## src/rtl/muldiv_pkg.sv

```systemverilog
// Shared definitions for the HI/LO multiply/divide sequencing controller:
// op_code values, FSM state encoding and default datapath width.
package muldiv_pkg;

  localparam int MULDIV_WIDTH = 32;

  localparam logic [2:0] OP_MULT  = 3'd0;
  localparam logic [2:0] OP_MULTU = 3'd1;
  localparam logic [2:0] OP_DIV   = 3'd2;
  localparam logic [2:0] OP_DIVU  = 3'd3;
  localparam logic [2:0] OP_MTHI  = 3'd4;
  localparam logic [2:0] OP_MTLO  = 3'd5;

  typedef enum logic [2:0] {
    ST_IDLE,
    ST_LAUNCH,
    ST_WAIT_MUL,
    ST_WAIT_DIV,
    ST_COMMIT
  } state_e;

endpackage

```

## src/rtl/muldiv_watchdog.sv

```systemverilog
// Loadable saturating down-counter; flags expiry while enabled and at zero.
// Instantiated by muldiv_ctrl only when MULDIV_TIMEOUT_EN is defined.
module muldiv_watchdog #(
  parameter int TIMEOUT_CYCLES = 40
) (
  input  logic clk,
  input  logic reset,
  input  logic i_load,
  input  logic i_en,
  output logic o_expired
);

  localparam int CW = $clog2(TIMEOUT_CYCLES + 1);

  logic [CW-1:0] r_cnt;

  // Loaded with N-1 so that expiry is seen on the Nth enabled cycle.
  always_ff @(posedge clk) begin
    if (reset) begin
      r_cnt <= '0;
    end else if (i_load) begin
      r_cnt <= CW'(TIMEOUT_CYCLES - 1);
    end else if (i_en && (r_cnt != '0)) begin
      r_cnt <= r_cnt - CW'(1);
    end
  end

  assign o_expired = i_en && (r_cnt == '0);

endmodule

```

## src/rtl/muldiv_ctrl.sv

```systemverilog
// Sequencer for the multicycle HI/LO units: launch, wait for done, commit.
// Optional watchdog on the wait states is enabled by defining MULDIV_TIMEOUT_EN.
module muldiv_ctrl
  import muldiv_pkg::*;
#(
  parameter int WIDTH          = MULDIV_WIDTH,
  parameter int TIMEOUT_CYCLES = 40
) (
  input  logic             clk,
  input  logic             reset,
  input  logic             op_valid,
  output logic             op_ready,
  input  logic [2:0]       op_code,
  input  logic [WIDTH-1:0] op_a,
  input  logic [WIDTH-1:0] op_b,
  input  logic             abort,
  output logic             mul_start,
  output logic             div_start,
  output logic [WIDTH-1:0] unit_a,
  output logic [WIDTH-1:0] unit_b,
  output logic             unit_signed,
  input  logic             mul_done,
  input  logic             div_done,
  input  logic [WIDTH-1:0] unit_hi,
  input  logic [WIDTH-1:0] unit_lo,
  input  logic             rd_req,
  output logic [WIDTH-1:0] hi,
  output logic [WIDTH-1:0] lo,
  output logic             busy,
  output logic             stall,
  output logic             div_zero,
  output logic             op_err
);

  state_e           r_state;
  logic             r_kind;
  logic [WIDTH-1:0] r_unit_a, r_unit_b, r_hi, r_lo;
  logic [WIDTH-1:0] r_stage_hi, r_stage_lo;
  logic             r_unit_signed, r_div_zero, r_op_err;

  logic w_accept, w_is_div, w_waiting, w_done, w_wd_expired;

  // abort in IDLE drops a same-cycle request, including MTHI/MTLO.
  assign w_accept  = op_valid && (r_state == ST_IDLE) && !abort;
  assign w_is_div  = (op_code == OP_DIV) || (op_code == OP_DIVU);
  assign w_waiting = (r_state == ST_WAIT_MUL) || (r_state == ST_WAIT_DIV);
  assign w_done    = ((r_state == ST_WAIT_MUL) && mul_done) ||
                     ((r_state == ST_WAIT_DIV) && div_done);

`ifdef MULDIV_TIMEOUT_EN
  muldiv_watchdog #(.TIMEOUT_CYCLES(TIMEOUT_CYCLES)) u_watchdog (
    .clk       (clk),
    .reset     (reset),
    .i_load    (r_state == ST_LAUNCH),
    .i_en      (w_waiting),
    .o_expired (w_wd_expired)
  );
`else
  assign w_wd_expired = (TIMEOUT_CYCLES < 0);
`endif

  always_ff @(posedge clk) begin
    r_div_zero <= 1'b0;
    r_op_err   <= 1'b0;
    if (reset) begin
      r_state       <= ST_IDLE;
      r_kind        <= 1'b0;
      r_unit_a      <= '0;
      r_unit_b      <= '0;
      r_unit_signed <= 1'b0;
      r_hi          <= '0;
      r_lo          <= '0;
    end else begin
      unique case (r_state)
        ST_IDLE: begin
          if (w_accept) begin
            case (op_code)
              OP_MTHI: r_hi <= op_a;
              OP_MTLO: r_lo <= op_a;
              OP_MULT, OP_MULTU, OP_DIV, OP_DIVU: begin
                if (w_is_div && (op_b == '0)) begin
                  r_div_zero <= 1'b1;
                end else begin
                  r_unit_a      <= op_a;
                  r_unit_b      <= op_b;
                  r_unit_signed <= ~op_code[0];
                  r_kind        <= w_is_div;
                  r_state       <= ST_LAUNCH;
                end
              end
              default: r_op_err <= 1'b1;
            endcase
          end
        end
        ST_LAUNCH: begin
          if (abort)       r_state <= ST_IDLE;
          else if (r_kind) r_state <= ST_WAIT_DIV;
          else             r_state <= ST_WAIT_MUL;
        end
        ST_WAIT_MUL, ST_WAIT_DIV: begin
          if (abort) begin
            r_state <= ST_IDLE;
          end else if (w_done) begin
            r_state <= ST_COMMIT;
          end else if (w_wd_expired) begin
            r_state  <= ST_IDLE;
            r_op_err <= 1'b1;
          end
        end
        ST_COMMIT: begin
          if (!abort) begin
            r_hi <= r_stage_hi;
            r_lo <= r_stage_lo;
          end
          r_state <= ST_IDLE;
        end
        default: r_state <= ST_IDLE;
      endcase
    end
  end

  // Result staging is pure data; it is only consumed after a capture.
  always_ff @(posedge clk) begin
    if (w_done) begin
      r_stage_hi <= unit_hi;
      r_stage_lo <= unit_lo;
    end
  end

  assign mul_start   = (r_state == ST_LAUNCH) && !r_kind && !abort && !reset;
  assign div_start   = (r_state == ST_LAUNCH) &&  r_kind && !abort && !reset;
  assign op_ready    = (r_state == ST_IDLE);
  assign busy        = (r_state != ST_IDLE);
  assign stall       = rd_req && busy;
  assign unit_a      = r_unit_a;
  assign unit_b      = r_unit_b;
  assign unit_signed = r_unit_signed;
  assign hi          = r_hi;
  assign lo          = r_lo;
  assign div_zero    = r_div_zero;
  assign op_err      = r_op_err;

endmodule
```

## config.mk

```make
export PLATFORM = sky130hd
export DESIGN_NAME = muldiv_ctrl
export DESIGN_NICKNAME = d
export VERILOG_FILES = /design/src/rtl/muldiv_pkg.sv /design/src/rtl/muldiv_watchdog.sv /design/src/rtl/muldiv_ctrl.sv
export SDC_FILE = /design/constraint.sdc
export NUM_CORES = 1
export LEC_CHECK = 0
export BUFFER_PORTS_ARGS = -buffer_cell sky130_fd_sc_hd__buf_2
export CORE_MARGIN = 2
export CORE_UTILIZATION = 30
export CTS_CLUSTER_SIZE = 16
export DETAILED_ROUTE_END_ITERATION = 6
export PLACE_DENSITY_LB_ADDON = 0.12
export SLEW_MARGIN = 10
export SYNTH_ARGS = -nofsm -noshare
export SYNTH_HDL_FRONTEND = slang
export SYNTH_SLANG_ARGS = --single-unit
```

## constraint.sdc

```tcl
create_clock -name clk -period 4.5 [get_ports clk]
set_input_delay 0.9 -clock clk [delete_from_list [all_inputs] [get_ports clk]]
set_output_delay 0.9 -clock clk [all_outputs]
set_load 0.1 [all_outputs]
```

==> flow_summary_export.csv <==
group,metric,value,unit
pwr,p_leak,4.29,nW
worst_hold_path,min_path_type,"flop to flop",
floorplanning,io_pins,274,
synth,synth_cells,904,
routing,drt_wl_total,30.0,mm
floorplanning,rows,63,
critical_path,critPathTopFamily,"buffers and inverters",
clock_tree,cts_hold_buf,0,
routing,dr_total_vias,7918,
critical_path,crit_fanout,73,
routing,drt_iter0_markers,589,
cells_and_area,drive_gt1_frac,0.349,
clock_tree,root_buffer,"clkbuf_16",
routing,drc,0,
place,port_buffers,273,
critical_path,crit_buf_inv,2,
synth,synth_edf_count,64,
run,max-cap-violations,0,
critical_path,path_cells,"buf_6 -> nor3_1 -> nor4bb_2 -> buf_2",
synth,ys.flop_type,"dfxtp_1",
pwr,powerDensity,396,nW/um2
sta,maxSlewViolCount,0,
floorplanning,start_util,0.306,
sta,setup_violations,0,
critical_path,path_class,"primary input to primary output",
synth,syn_area_per_cell,10.1,um2
clock_tree,h-tree-depth,4,
floorplanning,design.core.area,29900,um2
floorplanning,die_y,179,um
synth,synth-seq-cells,199,
cells_and_area,fin_cells,1520,
synth,syn_area,9160,um2
place,dp_hpwl,20.0,mm
synth,yosysSeqAreaShare,0.505,
global_route,grt_max_degree,102,
cells_and_area,area_growth,23.7,%
pwr,totalPowerFinal,4.49,mW
routing,ant_nets,0,
worst_hold_path,hold_start,"unit_signed$_SDFFE_PP0P_",
clock_tree,cts_tree,"done",
clock_tree,clk_pin_slew_worst_paths,0.08,ns
sta,fmax,0.310,GHz
sta,finClkSkew,0.00777,ns
synth,ys_types,44,
cells_and_area,fill_cells,3053,
clock_tree,clock_latency,0.44,ns
critical_path,end_kind,"primary output",
synth,async_flop_share,0,
critical_path,crit_path_max_incr_delay,0.48,ns
cells_and_area,final_nets,1254,
place,dpl.cell_count,1487,
critical_path,start_kind,"primary input",
place,gp_congestion,0.762,
critical_path,critPathLaunch,"reset",
synth,synthesis.nets,1042,
clock_tree,cts_buffers,17,
global_route,grt_overflow,0,
floorplanning,die_w,179,um
sta,finalHoldViolCount,0,
sta,final.setup.tns,0,ns
global_route,antenna_found_initial,2,
clock_tree,post_cts_buffers,0,
sta,fin_crit,3.23,ns
status,outcome,"completed",
clock_tree,cts_resized,0,
sta,rsz0062_at_grt,"false",
sta,relSlewSlack,0.242,
global_route,grtUsageTotal,0.184,
global_route,grt_pass1_vias,7308,
routing,via_per_inst,5.21,
clock_tree,cts_sinks,199,
floorplanning,dieArea,31900,um2
critical_path,crit_required,3.60,ns
global_route,grt_pass1_wl,44.6,mm
synth,synth_warnings,0,
routing,firstDrtPassIters,5,
sta,worst_pin_slew,1.14,ns
sta,fin_crit_sh,0.717,
critical_path,worst-endpoint-arrival,2.33,ns
pwr,irDropWorstVdd,199,uV
clock_tree,cts_buffer_depth,2,
critical_path,r2r_start,"r_state[1]$_SDFFE_PP0P_",
critical_path,crit_slowest_cell,"buf_2",
routing,wire_per_inst,19.8,um
-- power breakdown --
| part | leakage [nW] | internal (mW) | switching, mW | total (mW) |
|---|---|---|---|---|
| clock network | 0.292 | 0.851 | 0.755 | 1.61 |
| logic | 2.32 | 0.195 | 0.728 | 0.924 |
| registers | 1.67 | 1.92 | 0.0375 | 1.96 |
| total | 4.29 | 2.97 | 1.52 | 4.49 |
-- flip-flops by register name, indices dropped and copies added (netlist names) --
register	count
hi	32
lo	32
r_stage_hi	32
r_stage_lo	32
unit_a	32
unit_b	32
r_state	3
div_zero	1
op_err	1
r_kind	1
unit_signed	1
-- final cells by class --
cell class,count,area [um2],area share
inverter,4,15.0,0.00133
clock inverter,14,160,0.0141
clock buffer,18,439,0.0388
multi-input combinational,604,4090,0.361
sequential,199,4620,0.408
tap,390,488,0.0431
antenna,1,2.50,0.000221
timing repair buffer,290,1510,0.134
-- metal layers --
metal | part of all wire | global-route usage | vias to the layer above
li1 | - | - | 3847
met1 | 0.47 | 0.263 | 3764
met2 | 0.44 | 0.271 | 285
met3 | 0.075 | 0.0528 | 22
met4 | 0.015 | 0.0508 | 0
met5 | 0 | 0 | -
-- cell usage in the layout (no fill, tap or decap), types with 2 or more instances in the layout --
cell type and n:
and3_1 2, nand2_1 26, dfxtp_1 135, inv_8 2, clkinv_2 2, o21ai_0 2
nand2b_1 37, nor4_1 29, nor3_1 6, a211oi_2 57, nor3_2 2, bufinv_16 2
clkbuf_16 17, edfxtp_1 64, a221oi_4 2, o311ai_1 27, a311oi_1 4, a21oi_1 106
or4_1 4, buf_2 272, nor2_1 91, inv_1 4, o311ai_0 10, a211oi_1 9
a311o_1 24, nor2b_1 39, a31oi_1 38, and2_1 32, clkinvlp_4 2, inv_6 5
buf_4 16, o211ai_1 37
-- worst min-delay path, delay by kind of cell (launching register included) --
| family | cells | cell delay (ns) |
|---|---|---|
| DFF | 1 | 0.31 |
| buffers and inverters | 1 | 0.06 |
| AOI/OAI and AO/OA | 1 | 0.05 |
-- per-stage QoR --
step / setup slack, ns / util / cell area (um2) / hold slack, ns
final: 1.27 / 0.379 / 11300 / 0.458
after global routing: 1.10 / 0.379 / 11300 / 0.491
after CTS: 1.24 / 0.379 / 11300 / 0.461
after detailed placement: 1.25 / 0.359 / 10700 / 0.448
after global placement: 1.26 / 0.359 / 10700 / 0.447
after floorplan: 0.362 / - / 9160 / 0.536
-- final timing paths --
path / end / slack (ns) / cells past startpoint
worst max-delay path: mul_start / 1.27 / 4
worst max register to register: lo[7]$_SDFFE_PP0P_ / 1.73 / 5
worst min register to register: unit_signed$_SDFFE_PP0P_ / 0.46 / 2
worst min-delay path: unit_signed$_SDFFE_PP0P_ / 0.46 / 2
-- cells by family (layout without fill, tap and decap cells) --
logic type | count (synthesis) | in the layout | synth area share
other | 0 | 1 | 0
buffers and inverters | 101 | 326 | 0.0536
AO/OA/AOI/OAI | 318 | 318 | 0.274
flip-flops | 199 | 199 | 0.505
multiplexers | 1 | 1 | 0.00123
AND/OR/NAND/NOR | 285 | 285 | 0.166
-- Yosys cell counts (9+ instances only) --
| master | instances | area (um2) |
|---|---|---|
| o311ai_0 | 10 | 87.6 |
| nand2_1 | 27 | 101 |
| buf_6 | 9 | 101 |
| a211oi_1 | 9 | 67.6 |
| a21oi_1 | 106 | 531 |
| buf_2 | 14 | 70.1 |
| dfxtp_1 | 135 | 2700 |
| a31oi_1 | 38 | 238 |
| a211oi_2 | 57 | 713 |
| nor2b_1 | 39 | 244 |
| o311ai_1 | 27 | 236 |
| and2_1 | 32 | 200 |
| o211ai_1 | 37 | 278 |
| edfxtp_1 | 64 | 1920 |
| nor2_1 | 92 | 345 |
| nor4_1 | 29 | 181 |
| a311o_1 | 24 | 240 |
| clkbuf_1 | 64 | 240 |
| nand2b_1 | 37 | 231 |
Power figures use the tool's default switching activity.
